===== src/rtl/rle_stream_packer_pkg.sv =====
// Shared definitions for the run-length record path: record layout,
// serializer state encoding and a helper that assembles a record.
package rle_stream_packer_pkg;

  localparam int REC_W    = 8;
  localparam int CODE_W   = 4;
  localparam int RL_MSB   = 7;
  localparam int RL_LSB   = 4;
  localparam int CODE_MSB = 3;
  localparam int CODE_LSB = 0;

  typedef enum logic {
    IDLE  = 1'b0,
    SHIFT = 1'b1
  } state_e;

  // Run length occupies the upper nibble so it leaves the serializer first.
  function automatic logic [REC_W-1:0] packRecord(logic [CODE_W-1:0] runLength,
                                                  logic [CODE_W-1:0] codeVal);
    logic [REC_W-1:0] rec;
    rec = '0;
    rec[RL_MSB:RL_LSB]     = runLength;
    rec[CODE_MSB:CODE_LSB] = codeVal;
    return rec;
  endfunction

endpackage


===== src/rtl/rle_record_fifo.sv =====
// Small synchronous FIFO for packed records. Pointers carry one extra wrap
// bit so full and empty are distinguishable without a separate counter.
module rle_record_fifo #(
  parameter int DEPTH = 4,
  parameter int W     = 8
) (
  input  logic                     clk_i,
  input  logic                     rst_ni,
  input  logic                     push_i,
  input  logic                     pop_i,
  input  logic [W-1:0]             wdata_i,
  output logic [W-1:0]             rdata_o,
  output logic                     full_o,
  output logic                     empty_o,
  output logic [$clog2(DEPTH):0]   level_o
);

  localparam int AW = $clog2(DEPTH);

  logic [W-1:0] mem_q [DEPTH];
  logic [AW:0]  wptr_q, rptr_q;
  logic         doPush, doPop;

  // Guard the handshakes so a careless caller cannot overrun or underrun.
  always_comb begin
    full_o  = (wptr_q[AW] != rptr_q[AW]) && (wptr_q[AW-1:0] == rptr_q[AW-1:0]);
    empty_o = (wptr_q == rptr_q);
    doPush  = push_i && !full_o;
    doPop   = pop_i && !empty_o;
    level_o = wptr_q - rptr_q;
    rdata_o = mem_q[rptr_q[AW-1:0]];
  end

  // Pointer update; reset discards every stored record.
  always_ff @(posedge clk_i or negedge rst_ni) begin
    if (!rst_ni) begin
      wptr_q <= '0;
      rptr_q <= '0;
    end else begin
      if (doPush) wptr_q <= wptr_q + 1'b1;
      if (doPop)  rptr_q <= rptr_q + 1'b1;
    end
  end

  // Storage array needs no reset; the pointers decide what is valid.
  always_ff @(posedge clk_i) begin
    if (doPush) mem_q[wptr_q[AW-1:0]] <= wdata_i;
  end

endmodule


===== src/rtl/rle_stream_packer.sv =====
// Packs {run_length, code} records into a FIFO, drops empty runs, and
// shifts each record out MSB-first on a 1-bit valid/ready channel while
// counting completed records with a saturating counter.
module rle_stream_packer
  import rle_stream_packer_pkg::*;
#(
  parameter int DEPTH = 4,
  parameter int CNT_W = 16
) (
  input  logic                   clk,
  input  logic                   reset,
  input  logic                   sym_valid,
  output logic                   sym_ready,
  input  logic [CODE_W-1:0]      code,
  input  logic [CODE_W-1:0]      run_length,
  output logic                   so_bit,
  output logic                   so_valid,
  input  logic                   so_ready,
  output logic                   so_last,
  output logic [CNT_W-1:0]       rec_count,
  output logic [$clog2(DEPTH):0] fifo_level
);

  state_e           state_q, state_d;
  logic [REC_W-1:0] shreg_q, shreg_d;
  logic [2:0]       bitcnt_q, bitcnt_d;
  logic [CNT_W-1:0] reccnt_q, reccnt_d;

  logic             fifoFull, fifoEmpty, fifoPush, fifoPop;
  logic [REC_W-1:0] fifoRdata;

  // Zero-length runs are acknowledged upstream but never stored.
  always_comb begin
    sym_ready = reset && !fifoFull;
    fifoPush  = sym_valid && sym_ready && (run_length != '0);
  end

  rle_record_fifo #(
    .DEPTH (DEPTH),
    .W     (REC_W)
  ) u_fifo (
    .clk_i   (clk),
    .rst_ni  (reset),
    .push_i  (fifoPush),
    .pop_i   (fifoPop),
    .wdata_i (packRecord(run_length, code)),
    .rdata_o (fifoRdata),
    .full_o  (fifoFull),
    .empty_o (fifoEmpty),
    .level_o (fifo_level)
  );

  // Serializer state register.
  always_ff @(posedge clk or negedge reset) begin
    if (!reset) state_q <= IDLE;
    else        state_q <= state_d;
  end

  // Next state plus shifter/counter updates; the last bit of a record
  // reloads from the FIFO in the same cycle so records run back to back.
  always_comb begin
    state_d  = state_q;
    shreg_d  = shreg_q;
    bitcnt_d = bitcnt_q;
    reccnt_d = reccnt_q;
    fifoPop  = 1'b0;
    unique case (state_q)
      IDLE: begin
        if (!fifoEmpty) begin
          fifoPop  = 1'b1;
          shreg_d  = fifoRdata;
          bitcnt_d = 3'd0;
          state_d  = SHIFT;
        end
      end
      SHIFT: begin
        if (so_ready) begin
          if (bitcnt_q != 3'd7) begin
            shreg_d  = {shreg_q[REC_W-2:0], 1'b0};
            bitcnt_d = bitcnt_q + 3'd1;
          end else begin
            if (reccnt_q != '1) reccnt_d = reccnt_q + CNT_W'(1);
            if (!fifoEmpty) begin
              fifoPop  = 1'b1;
              shreg_d  = fifoRdata;
              bitcnt_d = 3'd0;
            end else begin
              state_d = IDLE;
            end
          end
        end
      end
      default: state_d = IDLE;
    endcase
  end

  // Datapath registers; a reset abandons any record in flight.
  always_ff @(posedge clk or negedge reset) begin
    if (!reset) begin
      shreg_q  <= '0;
      bitcnt_q <= '0;
      reccnt_q <= '0;
    end else begin
      shreg_q  <= shreg_d;
      bitcnt_q <= bitcnt_d;
      reccnt_q <= reccnt_d;
    end
  end

  // Serial channel outputs are driven only while shifting.
  always_comb begin
    so_valid  = (state_q == SHIFT);
    so_bit    = (state_q == SHIFT) && shreg_q[REC_W-1];
    so_last   = (state_q == SHIFT) && (bitcnt_q == 3'd7);
    rec_count = reccnt_q;
  end

endmodule


===== config.mk =====
export PLATFORM = sky130hd
export DESIGN_NAME = rle_stream_packer
export DESIGN_NICKNAME = d
export VERILOG_FILES = /design/src/rtl/rle_stream_packer_pkg.sv /design/src/rtl/rle_record_fifo.sv /design/src/rtl/rle_stream_packer.sv
export SDC_FILE = /design/constraint.sdc
export NUM_CORES = 1
export LEC_CHECK = 0
export CORE_UTILIZATION = 30
export CTS_BUF_LIST = sky130_fd_sc_hd__clkbuf_16
export CTS_CLUSTER_DIAMETER = 30
export DETAILED_ROUTE_END_ITERATION = 10
export HOLD_SLACK_MARGIN = 0.1
export PLACE_DENSITY_LB_ADDON = 0.1
export REMOVE_ABC_BUFFERS = 1
export SLEW_MARGIN = 10
export SYNTH_ARGS = -nofsm -noshare
export SYNTH_HDL_FRONTEND = slang
export SYNTH_SLANG_ARGS = --single-unit

===== constraint.sdc =====
create_clock -name clk -period 3 [get_ports clk]
set_input_delay 0.6 -clock clk [delete_from_list [all_inputs] [get_ports clk]]
set_output_delay 0.6 -clock clk [all_outputs]
set_load 0.05 [all_outputs]

==> results of run 1 <==
-- power groups by stage --
stage / Clock [W] / Combinational (W) / Sequential, W
2_1_floorplan: 0 / 0.000692 / 0.00130
3_3_place_gp: 0 / 0.00117 / 0.00124
3_5_place_dp: 0 / 0.00116 / 0.00123
4_1_cts: 0.00110 / 0.00117 / 0.00122
5_1_grt: 0.00113 / 0.00126 / 0.00124
6_report: 0.00107 / 0.00115 / 0.00122
-- per-layer routing --
layer / up-vias / wire [µm] / GRT usage
met3: 6 / 215 / 0.0305
met1: 890 / 2930 / 0.178
met2: 35 / 2610 / 0.194
met5: - / 0 / 0
li1: 851 / - / -
met4: 0 / 58 / 0.0535
-- cell usage in the layout (no fill, tap or decap), types with 2 or more instances in the layout --
cell	count
a21oi_1	2
nor3_1	5
xor2_1	16
inv_1	15
mux4_2	8
clkdlybuf4s50_1	31
edfxtp_1	32
inv_6	2
xnor2_1	5
o22ai_1	2
nand4_1	5
nand3_1	7
and2_1	4
a22o_1	3
nand2_1	10
o21ai_0	4
a222oi_1	5
dfrtp_1	34
and2_2	2
clkbuf_16	9
nor4_1	2
buf_4	7
ha_1	10
clkinv_4	2
nor2_1	6
-- cell families (layout without fill, tap and decap cells) --
kind of cell | Yosys count | in the layout | synth area share
buffers and inverters | 20 | 70 | 0.0275
XOR/XNOR | 21 | 21 | 0.0632
multiplexers | 9 | 9 | 0.0657
flip-flops | 66 | 66 | 0.622
AND/OR/NAND/NOR | 52 | 52 | 0.108
AO/OA/AOI/OAI | 23 | 23 | 0.0632
adder cells (fa/ha/maj) | 11 | 11 | 0.0498
-- path summary, 6_finish.rpt --
check                      cells after the start  slack [ps]                           end                         start
hold / removal                                 1         490  u_fifo.wptr_q[2]$_DFFE_PN0P_  u_fifo.wptr_q[2]$_DFFE_PN0P_
max in group asynchronous                      2        1850      rec_count[2]$_DFFE_PN0P_                         reset
setup reg to reg                               4         880  u_fifo.mem_q[3][5]$_DFFE_PP_  u_fifo.wptr_q[0]$_DFFE_PN0P_
hold reg to reg                                1         490  u_fifo.wptr_q[2]$_DFFE_PN0P_  u_fifo.wptr_q[2]$_DFFE_PN0P_
min in group asynchronous                      2         840        shreg_q[5]$_DFFE_PN0P_                         reset
setup / recovery                               4         280                       so_last       bitcnt_q[0]$_DFFE_PN0P_
-- metrics by stage --
step	std cells	setup slack [ps]	total power, W	cell area (µm²)	util
after CTS	381	243	0.00349	3750	0.402
after global routing	381	133	0.00363	3750	0.402
final	381	280	0.00343	3750	0.402
after detailed placement	365	363	0.00240	3440	0.369
after floorplan	197	114	0.00200	2890	-
after global placement	365	392	0.00240	3440	0.369
-- sequential cells by signal (all words and copies together), names as in the netlist --
name           flops
u_fifo.rptr_q      3
bitcnt_q           3
u_fifo.wptr_q      3
rec_count         16
so_valid           1
u_fifo.mem_q      32
shreg_q            8
-- final cells by class --
type / instances / area, µm² / area share
Clock buffer: 9 / 225 / 0.0601
Clock inverter: 7 / 83.8 / 0.0224
Inverter: 15 / 56.3 / 0.0150
Multi-Input combinational cell: 116 / 1030 / 0.274
Sequential cell: 66 / 1810 / 0.483
Tap cell: 129 / 161 / 0.0431
Timing Repair Buffer: 39 / 383 / 0.102
==> results.md, run 1 <==
- Status: completed
- Area grow syn2layout: 28.7%
- GRT overflow: 0
- Slowest library cell on the worst path: clkdlybuf4s50_1
- Max Clock Freq: about 370 MHz
- # fillers: 887
- Clock power frac: 0.312
- Syn avg cell area: ~14 µm²
- CTS root buffer: clkbuf_16
- Top post-synthesis cells by area: edfxtp_1, dfrtp_1, mux4_2
- FF+latch count, synth: 66
- Vias in the first global route: about 1800
- CP peak stage delay: 790 ps
- CTS tree: built
- GRT Total Usage: 0.129
- Core ar.: just over 9000 µm²
- Post-CTS Setup Inserts: 0
- DR vias/cell: approximately 4.7
- # port buffers: 34
- Post-CTS resize count: 0
- Top_reg_cell synth: dfrtp_1
- Cell variety after synth: 41
- Clock Skews: 6.92 ps
- Worst-path maximum fanout: 7
- Top cells by count, synth: dfrtp_1, edfxtp_1, xor2_1
- Drt wl/cell: 15.2 µm
- Worst min-delay path category: reg -> reg
- Yosys warns: 0
- Drt pass-1 iters: 4
- Period utilization: 0.907
- Hold_buf cts: 0
- Critical Path Start Type: flop
- CTS sink cnt: 66
- CP Class: reg -> out
- CP bufs+invs: 1
- LEAKAGE: around 1.5 nW
- CP arrival: 2120 ps
- Placer's final routability congestion estimate: around 0.72
- Synth top area share: 0.330
- TNS Setup: 0 ps
- Final Max Tran Viols: 0
- Initial core utilization: 0.312
- Sequential fraction of design power: 0.355
- Final hold violations: 0
- Least-Margin Pin Slew: about 750 ps
- Die Y: ~100 µm
- Vias: about 1800
- Synthesized area: 2910 µm²
- Period minus WS final: roughly 2700 ps
- Deepest clock path buffer count: 2
- Post-synthesis sequential area ratio: 0.622
- Fraction of layout cells with a size suffix above 1: 0.179
- H-tree Lvls: 3
- CP top delay family: buffers and inverters
- Critical Path RT: ~2400 ps
- Largest net degree at the start of global routing: 35
- RSZ-0062 raised after global routing: false
- EDFF count, synth: 32
- Final setup fails: 0
- Max_cap viols: 0
- Final antenna-violating net count: 0
- Most frequent cell after synthesis: dfrtp_1
- Power Density: around 920 nW/µm²
- Inserted Diodes: 0
- Most frequent CP cell: ha_1
- WHS: roughly 490 ps
- FP Rows: 35
- Async SR Flop Fraction: 0.515
- Worst IR Drop VDD: about 1.1 mV
- Power share of the combinational group: 0.334
- Synth area leader: edfxtp_1
- First-pass GRT wire length: between 9000 and 10000 µm
- Die area: roughly 10000 µm²
- Sw Share: 0.356
- Cells after synthesis: a little over 200
- CTS Buf Count: 9
- Clock transition at path regs: approximately 60 ps
- I/O pins: 35
- DR DRC count: 0
- Worst-Skew Late Latency: around 320 ps
- Initial DRC count: between 80 and 90
- Internal power: 0.00221 W
- Die width: 101 µm
- CP Cell Sequence: ha_1 -> ha_1 -> and2_2 -> clkdlybuf4s50_1
- Initial antenna violation count: 0
- Slew Limit Headroom: 0.495
- DP HPWL: approximately 4100 µm
- Crit. End Element: output port
- WL final: just under 6000 µm
- Nets@finish: between 200 and 300
- Switching pwr: between 0.001 and 0.0015 W
(Power assumes the default switching activity.)
==> run 2: changes to the inputs <==
- CORE_UTILIZATION: 30 -> 31
- PLACE_DENSITY_LB_ADDON: 0.1 -> default
- TNS_END_PERCENT: default -> 100
==> results.md, run 2 (synthesized netlist as in run 1, its figures left out) <==
- Status: completed
- Drt pass-1 iters: 6 (+2)
- First-pass GRT wire length: 9070 µm (-5.0%)
- Power share of the combinational group: 0.332 (-0.002)
- Slowest library cell on the worst path: clkdlybuf4s50_1
- Most common cell after layout, fill and taps aside: dfrtp_1
- Cell Area, Placed: 3410 µm² (-0.76%)
- Drt wl/cell: 15.1 µm (-0.82%)
- Most frequent cells in the layout: dfrtp_1, edfxtp_1, clkdlybuf4s50_1, xor2_1, inv_1
- Dpl cells: 344 (-5.8%)
- Inserted Diodes: 0 (unchanged)
- RSZ-0062 raised after global routing: false
- Vias in the first global route: 1779 (-2.9%)
- Most frequent CP cell: ha_1
- Post-CTS resize count: 0 (unchanged)
- Deepest clock path buffer count: 2 (unchanged)
- Post-CTS Setup Inserts: 0 (unchanged)
- GRT overflow: 0 (unchanged)
- CP Class: reg -> out
- End of the critical path: so_last
- Fraction of layout cells with a size suffix above 1: 0.179 (unchanged)
- Placer's final routability congestion estimate: 0.732 (+2.0%)
- Vias: 1756 (-1.5%)
- Worst IR Drop VDD: 1.16 mV (+8.5%)
- DR DRC count: 0 (unchanged)
- Final Power: 0.00344 W (about the same)
- H-tree Lvls: 3 (unchanged)
- Clock power frac: 0.314 (+0.002)
- LEAKAGE: 1.55 nW (about the same)
- Die Y: 98.9 µm (-1.6%)
- Final antenna-violating net count: 0 (unchanged)
- Internal power: 0.00221 W (+0.12%)
- CTS Buf Count: 9 (unchanged)
- CP peak stage delay: 790 ps (about the same)
- Hold_buf cts: 0 (unchanged)
- Initial core utilization: 0.327 (+0.0153)
- Crit. End Element: output port
- Critical path origin: bitcnt_q[0]$_DFFE_PN0P_
- Switching pwr: 0.00122 W (-0.13%)
- Max reg flops: 32 (unchanged)
- CTS sink cnt: 66 (unchanged)
- Die area: 9780 µm² (-3.2%)
- CTS tree: built
- Initial antenna violation count: 0 (unchanged)
- Largest net degree at the start of global routing: 35 (unchanged)
- Final Non-Filler Cells: 360 (-5.5%)
- Critical Path RT: 2400 ps (about the same)
- Worst setup margin: 275 ps (-5.34 ps)
- CP Cell Sequence: ha_1 -> ha_1 -> and2_2 -> clkdlybuf4s50_1
- TNS Setup: 0 ps (unchanged)
- Period minus WS final: 2730 ps (+5.34 ps)
- CTS root buffer: clkbuf_16
- Worst min-delay path category: reg -> reg
- DP HPWL: 3760 µm (-7.9%)
- I/O pins: 35 (unchanged)
- Core ar.: 8890 µm² (-4.7%)
- WL final: 5440 µm (-6.3%)
- Die width: 98.9 µm (-1.6%)
- Period utilization: 0.908 (+0.00178)
- Worst-Skew Late Latency: 330 ps (about the same)
- FP Rows: 34 (-2.9%)
- Nets@finish: 270 (unchanged)
- R2r setup slk: 840 ps (-40 ps)
- DR vias/cell: 4.88 (+4.3%)
- Final instance area: 3720 µm² (-0.70%)
- # fillers: 812 (-8.5%)
- Pre-CTS setup slack: 379 ps (+16.5 ps)
- Critical Path Start Type: flop
- Clock Skews: 12.7 ps (+5.81 ps)
- CP arrival: 2130 ps (about the same)
- Max_cap viols: 0 (unchanged)
- Worst reg2reg path endpoint: u_fifo.mem_q[3][3]$_DFFE_PP_
- Final setup fails: 0 (unchanged)
- Worst-path maximum fanout: 7 (unchanged)
- # port buffers: 34 (unchanged)
- Sequential fraction of design power: 0.353 (-0.002)
- Final Max Tran Viols: 0 (unchanged)
- Least-Margin Pin Slew: 645 ps (-109 ps)
- R2R Path Start: u_fifo.wptr_q[0]$_DFFE_PN0P_
- Power Density: 923 nW/µm² (+0.74%)
- GRT Total Usage: 0.124 (-0.00482)
- R2R depth: 4 (unchanged)
- Initial DRC count: 58 (-35%)
- Slew Limit Headroom: 0.568 (+0.0730)
- Final hold violations: 0 (unchanged)
- Clock transition at path regs: 60 ps (about the same)
- Max Clock Freq: 367 MHz (-0.20%)
- Area grow syn2layout: 27.8%
- Sw Share: 0.356 (-0.000572)
[run 2: cell types whose count changed in the layout (fill, tap and decap cells not counted)]
cell,before,now
inv_6,2,3
clkinv_4,2,1
[run 2: worst max-delay path: cells and delay by family (launching register included)]
family	cells	cell delay, ps
buf+inv	1	790
flops	1	370
simple gates	1	190
fa+ha+maj	2	460
[run 2: per-stage QoR]
stage / util / hold WS, ps
after floorplan: - / 304
after global placement: 0.384 / 473
after detailed placement: 0.384 / 479
after CTS: 0.419 / 490
after global routing: 0.419 / 518
final: 0.419 / 485
[run 2: how the worst min path moves through the flow]
stage | endpoint | cells past startpoint | start
5_1_grt | bitcnt_q[2]$_DFFE_PN0P_ | 1 | bitcnt_q[2]$_DFFE_PN0P_
3_3_place_gp | shreg_q[1]$_DFFE_PN0P_ | 2 | shreg_q[1]$_DFFE_PN0P_
6_report | u_fifo.wptr_q[2]$_DFFE_PN0P_ | 1 | u_fifo.wptr_q[2]$_DFFE_PN0P_
2_1_floorplan | bitcnt_q[0]$_DFFE_PN0P_ | 0 | reset
4_1_cts | u_fifo.wptr_q[2]$_DFFE_PN0P_ | 1 | u_fifo.wptr_q[2]$_DFFE_PN0P_
3_5_place_dp | u_fifo.wptr_q[2]$_DFFE_PN0P_ | 1 | u_fifo.wptr_q[2]$_DFFE_PN0P_
[run 2: area by class of cell]
cell class / instances / area [µm²] / share of cell area
inverters: 15 / 56.3 / 0.0151
multi-input cells: 116 / 1030 / 0.276
flip-flops and latches: 66 / 1810 / 0.487
repair buffers: 39 / 383 / 0.103
well taps: 108 / 135 / 0.0363
clock buffers: 9 / 225 / 0.0605
clock inverters: 7 / 83.8 / 0.0225
[run 2: metal layers]
metal | vias up | track usage | part of all wire
met5 | - | 0 | 0
met4 | 0 | 0.0563 | 0.016
met3 | 8 | 0.0348 | 0.032
met2 | 37 | 0.178 | 0.44
met1 | 863 | 0.174 | 0.51
li1 | 848 | - | -
[run 2: power by group through the flow]
stage / Sequential (W) / Combinational [W] / Clock [W]
floorplan: 0.00130 / 0.000692 / 0
global route: 0.00123 / 0.00124 / 0.00114
finish: 0.00121 / 0.00114 / 0.00108
global placement: 0.00123 / 0.00114 / 0
CTS: 0.00122 / 0.00115 / 0.00110
detailed placement: 0.00123 / 0.00115 / 0
==> run 3: changes to the inputs <==
- MAX_ROUTING_LAYER: default -> met4
- REMOVE_ABC_BUFFERS: 1 -> default
==> results.md, run 3 (synthesized netlist as in run 1, its figures left out) <==
- Status: completed
- Worst-path maximum fanout: 7 (unchanged)
- Critical Path Start Type: flop
- Switching pwr: 0.00119 W (-2.8%)
- CTS tree: built
- Initial core utilization: 0.327 (unchanged)
- Final hold violations: 0 (unchanged)
- Clock transition at path regs: 60 ps (about the same)
- Slew Limit Headroom: 0.568 (about the same)
- Sequential fraction of design power: 0.359 (+0.006)
- Final instance area: 3710 µm² (-0.17%)
- Initial antenna violation count: 0 (unchanged)
- Placer's final routability congestion estimate: 0.817 (+12%)
- Worst IR Drop VDD: 0.534 mV (-54%)
- Core ar.: 8890 µm² (unchanged)
- Post-CTS Setup Inserts: 0 (unchanged)
- Period minus WS final: 2750 ps (+25.8 ps)
- LEAKAGE: 1.54 nW (-0.16%)
- Max Clock Freq: 364 MHz (-0.94%)
- First-pass GRT wire length: 8990 µm (-0.84%)
- Clock power frac: 0.308 (-0.006)
- Worst min-delay path category: reg -> reg
- Sw Share: 0.351 (-0.00502)
- Die area: 9780 µm² (unchanged)
- Hold_buf cts: 0 (unchanged)
- # fillers: 825 (+1.6%)
- GRT Total Usage: 0.127 (+0.00323)
- DP HPWL: 3700 µm (-1.7%)
- Largest net degree at the start of global routing: 35 (unchanged)
- Area grow syn2layout: 27.6%
- Final antenna-violating net count: 0 (unchanged)
- Power Density: 912 nW/µm² (-1.2%)
- Vias: 1796 (+2.3%)
- CP Class: reg -> out
- WL final: 5450 µm (+0.15%)
- CTS sink cnt: 66 (unchanged)
- Power share of the combinational group: 0.333 (about the same)
- Final core utilization: 0.418 (-0.000704)
- Critical Path RT: 2400 ps (about the same)
- Worst reg2reg path endpoint: u_fifo.mem_q[3][7]$_DFFE_PP_
- Post-CTS resize count: 0 (unchanged)
- Final setup fails: 0 (unchanged)
- Final Non-Filler Cells: 360 (unchanged)
- TNS Setup: 0 ps (unchanged)
- Register area: 1810 µm² (unchanged)
- R2r setup slk: 870 ps (+30 ps)
- R2R depth: 4 (unchanged)
- CP arrival: 2150 ps (+20 ps)
- Clock Skews: 6.62 ps (-6.11 ps)
- Die Y: 98.9 µm (unchanged)
- CTS Buf Count: 9 (unchanged)
- CTS root buffer: clkbuf_16
- # port buffers: 34 (unchanged)
- Worst-Skew Late Latency: 330 ps (about the same)
- Internal power: 0.00220 W (-0.61%)
- Least-Margin Pin Slew: 646 ps (+0.327 ps)
- Initial DRC count: 81 (+40%)
- Nets@finish: 270 (unchanged)
- DR vias/cell: 4.99 (+2.3%)
- Deepest clock path buffer count: 2 (unchanged)
- Inserted Diodes: 0 (unchanged)
- Hold Path Origin: shreg_q[3]$_DFFE_PN0P_
- Multi-input logic area: 1030 µm² (unchanged)
- RSZ-0062 raised after global routing: false
- H-tree Lvls: 3 (unchanged)
- I/O pins: 35 (unchanged)
- Max_cap viols: 0 (unchanged)
- Drt pass-1 iters: 4 (-2)
- Max reg flops: 32 (unchanged)
- Dpl cells: 344 (unchanged)
- Hold path endpoint: shreg_q[3]$_DFFE_PN0P_
- Cell Area, Placed: 3410 µm² (unchanged)
- Final Max Tran Viols: 0 (unchanged)
- Vias in the first global route: 1779 (unchanged)
- Period utilization: 0.917 (+0.00859)
- GRT overflow: 0 (unchanged)
- Die width: 98.9 µm (unchanged)
- DR DRC count: 0 (unchanged)
- Hold path depth: 2 (+1)
- FP Rows: 34 (unchanged)
- R2R Path Start: u_fifo.wptr_q[0]$_DFFE_PN0P_
- Most frequent cells in the layout: dfrtp_1, edfxtp_1, clkdlybuf4s50_1, xor2_1, inv_1
- Fraction of layout cells with a size suffix above 1: 0.179 (unchanged)
- Crit. End Element: output port
- Drt wl/cell: 15.1 µm (+0.15%)
- Syn_nets: between 200 and 250
- Most common cell after layout, fill and taps aside: dfrtp_1
[run 3: area by class of cell]
| cell class | instances | share of cell area |
|---|---|---|
| clock inverter | 7 | 0.0209 |
| clock buffer | 9 | 0.0606 |
| timing repair buffer | 39 | 0.103 |
| tap | 108 | 0.0364 |
| inverter | 15 | 0.0152 |
| multi-input combinational | 116 | 0.276 |
| sequential | 66 | 0.488 |
[run 3: worst max-delay path by stage]
stage	start	to	slack, ps	cells after the start
after global routing	bitcnt_q[0]$_DFFE_PN0P_	so_last	140	4
after floorplan	u_fifo.rptr_q[1]$_DFFE_PN0P_	sym_ready	390	4
after detailed placement	run_length[3]	u_fifo.mem_q[3][0]$_DFFE_PP_	360	4
final	bitcnt_q[0]$_DFFE_PN0P_	so_last	250	4
after global placement	run_length[3]	u_fifo.mem_q[3][1]$_DFFE_PP_	450	4
after CTS	bitcnt_q[0]$_DFFE_PN0P_	so_last	210	4
[run 3: metrics by stage]
| stage | power (W) | hold slack (ps) | setup WS, ps |
|---|---|---|---|
| 2_1_floorplan | 0.00201 | 304 | 394 |
| 3_3_place_gp | 0.00237 | 478 | 449 |
| 3_5_place_dp | 0.00238 | 486 | 364 |
| 4_1_cts | 0.00344 | 499 | 210 |
| 5_1_grt | 0.00356 | 517 | 142 |
| 6_report | 0.00339 | 497 | 249 |
[run 3: per-layer routing]
metal  vias up  wire length (µm)  track usage
met3         2               284       0.0468
met4         0                29       0.0471
met1       894              2580        0.158
met2        55              2560        0.189
met5         -                 0            -
li1        845                 -            -
[run 3: power by group through the flow]
stage | clock network (W) | registers (W) | logic [W]
after floorplan | 0 | 0.00126 | 0.000744
after global placement | 0 | 0.00123 | 0.00114
after detailed placement | 0 | 0.00123 | 0.00114
after CTS | 0.00107 | 0.00122 | 0.00115
after global routing | 0.00111 | 0.00123 | 0.00122
final | 0.00104 | 0.00122 | 0.00113
[run 3: worst max-delay path: stages (launching register included)]
cell and delay, ps:
dfrtp_1 370, ha_1 160, ha_1 310, and2_2 200, clkdlybuf4s50_1 790
